## src/rtl/cpu_pkg.sv

```systemverilog
// rtl/cpu_pkg.sv - shared CPU types and constants for fetch, decode and the bench
package cpu_pkg;

  localparam int CPU_PC_WIDTH    = 16;
  localparam int CPU_INSTR_WIDTH = 16;

  typedef enum logic [1:0] {
    FETCH    = 2'd0,
    WAIT_MEM = 2'd1,
    HOLD     = 2'd2,
    WAIT_PC  = 2'd3
  } fetch_state_t;

  // Branch opcodes live in the top nibble of the instruction word
  localparam logic [3:0] JMP  = 4'b1001;
  localparam logic [3:0] BRZ  = 4'b1010;
  localparam logic [3:0] BRNZ = 4'b1011;
  localparam logic [3:0] BRNS = 4'b1100;

endpackage

```

## src/rtl/fetch_perf_counters.sv

```systemverilog
// rtl/fetch_perf_counters.sv - saturating fetch/stall event counters for fetch_unit
module fetch_perf_counters (
  input  logic        clk,
  input  logic        rst,
  input  logic        fetch_inc,
  input  logic        stall_inc,
  output logic [31:0] perf_fetched,
  output logic [31:0] perf_stall
);

  always_ff @(posedge clk or posedge rst) begin
    if (rst) begin
      perf_fetched <= '0;
      perf_stall   <= '0;
    end else begin
      if (fetch_inc && (perf_fetched != '1)) perf_fetched <= perf_fetched + 32'd1;
      if (stall_inc && (perf_stall != '1))   perf_stall   <= perf_stall + 32'd1;
    end
  end

endmodule

```

## src/rtl/fetch_unit.sv

```systemverilog
// rtl/fetch_unit.sv - non-speculative instruction fetch stage owning the architectural PC
// Optional FETCH_PERF_EN adds perf_fetched/perf_stall counter outputs.
module fetch_unit
  import cpu_pkg::*;
#(
  parameter int                  PC_WIDTH    = CPU_PC_WIDTH,
  parameter int                  INSTR_WIDTH = CPU_INSTR_WIDTH,
  parameter logic [PC_WIDTH-1:0] RESET_PC    = '0
) (
  input  logic                   clk,
  input  logic                   rst,
  output logic [PC_WIDTH-1:0]    pc_current,
  input  logic [PC_WIDTH-1:0]    pc_next,
  input  logic                   pc_commit,
  output logic                   imem_req,
  output logic [PC_WIDTH-1:0]    imem_addr,
  input  logic                   imem_ack,
  input  logic [INSTR_WIDTH-1:0] imem_rdata,
  output logic                   instr_valid,
  input  logic                   instr_ready,
  output logic [INSTR_WIDTH-1:0] instr_out,
  output logic [PC_WIDTH-1:0]    instr_pc,
  input  logic                   halt
`ifdef FETCH_PERF_EN
  ,
  output logic [31:0]            perf_fetched,
  output logic [31:0]            perf_stall
`endif
);

  fetch_state_t state, state_next;
  logic         req_next;
  logic         valid_next;
  logic         capture;
  logic         pc_load;

  assign imem_addr = pc_current;

  always_ff @(posedge clk or posedge rst) begin
    if (rst) state <= FETCH;
    else     state <= state_next;
  end

  always_comb begin
    state_next = state;
    req_next   = imem_req;
    valid_next = instr_valid;
    capture    = 1'b0;
    pc_load    = 1'b0;
    case (state)
      FETCH: begin
        if (!halt) begin
          req_next   = 1'b1;
          state_next = WAIT_MEM;
        end
      end
      WAIT_MEM: begin
        if (imem_ack) begin
          req_next   = 1'b0;
          valid_next = 1'b1;
          capture    = 1'b1;
          state_next = HOLD;
        end
      end
      HOLD: begin
        if (instr_ready) begin
          valid_next = 1'b0;
          state_next = WAIT_PC;
        end
      end
      WAIT_PC: begin
        if (pc_commit) begin
          pc_load    = 1'b1;
          state_next = FETCH;
        end
      end
      default: begin
        req_next   = 1'b0;
        valid_next = 1'b0;
        state_next = FETCH;
      end
    endcase
  end

  always_ff @(posedge clk or posedge rst) begin
    if (rst) begin
      pc_current  <= RESET_PC;
      imem_req    <= 1'b0;
      instr_valid <= 1'b0;
      instr_out   <= '0;
      instr_pc    <= RESET_PC;
    end else begin
      imem_req    <= req_next;
      instr_valid <= valid_next;
      if (pc_load) pc_current <= pc_next;
      if (capture) begin
        instr_out <= imem_rdata;
        instr_pc  <= pc_current;
      end
    end
  end

`ifdef FETCH_PERF_EN
  logic stall_inc;
  assign stall_inc = ((state == WAIT_MEM) && !imem_ack) ||
                     ((state == HOLD) && !instr_ready);

  fetch_perf_counters u_perf (
    .clk          (clk),
    .rst          (rst),
    .fetch_inc    (capture),
    .stall_inc    (stall_inc),
    .perf_fetched (perf_fetched),
    .perf_stall   (perf_stall)
  );
`endif

`ifndef SYNTHESIS
  // A commit while an instruction is still outstanding is dropped by the FSM
  always @(posedge clk) begin
    if (!rst) begin
      assert (!(pc_commit && (state != WAIT_PC)))
        else $warning("fetch_unit: pc_commit outside WAIT_PC ignored");
    end
  end
`endif

endmodule

```

## config.mk

```make
export PLATFORM = sky130hd
export DESIGN_NAME = fetch_unit
export DESIGN_NICKNAME = d
export VERILOG_FILES = /design/src/rtl/cpu_pkg.sv /design/src/rtl/fetch_perf_counters.sv /design/src/rtl/fetch_unit.sv
export SDC_FILE = /design/constraint.sdc
export NUM_CORES = 1
export LEC_CHECK = 0
export ABC_AREA = 1
export BUFFER_PORTS_ARGS = -buffer_cell sky130_fd_sc_hd__clkbuf_2
export CELL_PAD_IN_SITES_DETAIL_PLACEMENT = 1
export CELL_PAD_IN_SITES_GLOBAL_PLACEMENT = 2
export CORE_ASPECT_RATIO = 0.6
export CORE_MARGIN = 2
export CORE_UTILIZATION = 28
export CTS_CLUSTER_SIZE = 40
export DETAILED_ROUTE_END_ITERATION = 6
export GPL_TIMING_DRIVEN = 1
export PLACE_DENSITY = 0.8
export SLEW_MARGIN = 20
export SYNTH_ARGS = -nofsm -noshare
export SYNTH_HDL_FRONTEND = slang
export SYNTH_SLANG_ARGS = --single-unit
```

## constraint.sdc

```tcl
create_clock -name clk -period 2.8 [get_ports clk]
set_input_delay 0.14 -clock clk [delete_from_list [all_inputs] [get_ports clk]]
set_output_delay 0.14 -clock clk [all_outputs]
set_load 0.05 [all_outputs]
```

==> reports/metrics.cfg <==
[route]
via_count = 1992
via_per_inst = 4.368
drtIter0Drc = 85
drtPass1Iterations = 4
drc = 0
wire_per_inst_um = 14.15
postRouteAntennaNets = 0
finalWirelength_mm = 6.453

[die]
start_util = 0.2932
die_w_um = 122.0
coreArea_um2 = 7976
rows = 25
ios = 104
dieHeight_um = 74.79
design.die.area_um2 = 9123

[layout]
n_antenna_cell = 0
layout_commonest_cell = nand2_1
utilization = 0.3677
seqCellArea_um2 = 1301
drive_above_1_share = 0.3506
multi_input_area_um2 = 775.7
design_area_um2 = 2933
final_cell_mix = 105 x nand2_1, 103 x clkbuf_2, 52 x dfrtp_1
fillCellCount = 965
nNetsFinal = 391
area_delta_synth_final_pct = 25.41

[sta]
period_share = 0.5948
hold_ws_ns = 0.02431
rsz0062_at_grt = no
maxSlewViolCount = 0
fin_crit_ns = 1.665
setup_viol = 0
slew-limit-headroom = 0.4127
maxClockFrequency_mhz = 600.4
clock_skew_ns = 0.003450
worstMarginPinSlew_ns = 0.8797
setup_tns_ns = 0
hold_viol_final = 0

[outcome]
run_status = completed

[placement]
gp_congestion = 0.7025
place_area_um2 = 2799
numPortBuffers = 103
dp_hpwl_mm = 4.531

[synthesis]
ys_seq_area_frac = 0.5564
synth.distinct_cells = 14
synth_cells = 266
yosys_warnings = 0
synthesis.area_um2 = 2338
synth_area_leaders = dfrtp_1 56%, nand2_1 17%, nand3_1 10%
avgSynthCellArea_um2 = 8.791
synth_area_leader_cell = dfrtp_1
syn_nets = 309
ys_ff_latch = 52
synth_top_area_frac = 0.5564

[cts]
cts_root_buf = clkbuf_16
clock_latency_ns = 0.28
cts_made_buffers = 5
path_clk_slew_ns = 0.06
clockBufferDepth = 2
cts_tree = done
h-tree-depth = 2
cts.sinks = 52
cts_resized = 0
cts_setup_buffers = 0
hold_buffers = 0

[critical_path]
crit_chain = ha_1, nand2_4, nor2_1, a21oi_1
crit_path_top_delay_cell = ha_1
worst_setup_path_start_kind = flip-flop
cp_max_fo = 17
critPathKind = flip-flop to flip-flop
cp_slowest_stage_delay_ns = 0.63
cp.arrival_ns = 1.83
cp-startpoint = state[1]
required_ns = 2.96
reg2reg_depth = 4
end_kind = flip-flop
r2r_start = state[1]

[global_routing]
grt_max_degree = 42
grt_first_pass_wirelength_mm = 10.38
antenna_found_initial = 0
gr-total-overflow = 0
grt_pass1_vias = 1988
grt_usage = 0.1503

[flow_run]
cap_violations = 0

[min_path]
min_path_type = input pin to asynchronous set/reset pin

==> cells in the mapped netlist <==
master   instances
nand2_2          2
buf_2            8
inv_2            3
dfrtp_1         52
nand3_1         48
nand2_1        105
buf_4           24
a21oi_1          2
inv_1            8
ha_1             5
nor2_1           2
o21ai_1          4
nand2_4          2
nor2_2           1
==> worst paths after layout <==
path / to / slack [ns]
min: instr_out[0] / 0.02
min reg2reg: instr_pc[2] / 0.47
max: imem_addr[0] / 1.13
max reg2reg: imem_addr[0] / 1.13
max in group asynchronous: instr_out[11] / 2.12
min in group clk: instr_out[9] / 0.08
==> state kept, by name, indices dropped and copies added, names as in the netlist <==
name / cells
instr_valid: 1
state: 2
imem_req: 1
instr_out: 16
imem_addr: 16
instr_pc: 16
==> final cells by class <==
type,instances,share of cell area
Clock buffer,6,0.04394
Clock inverter,1,0.001706
Tap cell,108,0.04608
Timing Repair Buffer,107,0.1860
Multi-Input combinational cell,171,0.2645
Sequential cell,52,0.4437
Inverter,11,0.01408
==> layer usage <==
metal,wire [um],vias up,part of all wire,global-route usage
met5,0,-,0,0
met4,42,0,0.0065,0.03448
met3,483,5,0.075,0.04394
met2,2567,70,0.40,0.2123
met1,3359,942,0.52,0.2263
li1,-,975,-,-
==> cells by family after synthesis <==
kind of cell,count (synthesis),synth area share
fa+ha+maj,5,0.02675
compound gates,6,0.01284
buf+inv,43,0.1118
flops,52,0.5564
simple gates,160,0.2921
==> through the flow <==
stage	setup slack (ns)	instances
floorplan	1.402	266
detailed placement	1.128	449
global route	0.9467	456
finish	1.135	456
CTS	1.109	456
global placement	1.178	449
==> worst max-delay path, delay by kind of cell, from the launching register on <==
| family | cells | cell delay (ns) |
|---|---|---|
| fa+ha+maj | 1 | 0.63 |
| compound gates | 1 | 0.05 |
| flops | 1 | 0.42 |
| simple gates | 2 | 0.44 |
Power is not shown: default switching activity piles up to over one toggle a cycle in this logic, so the estimate is an artifact.
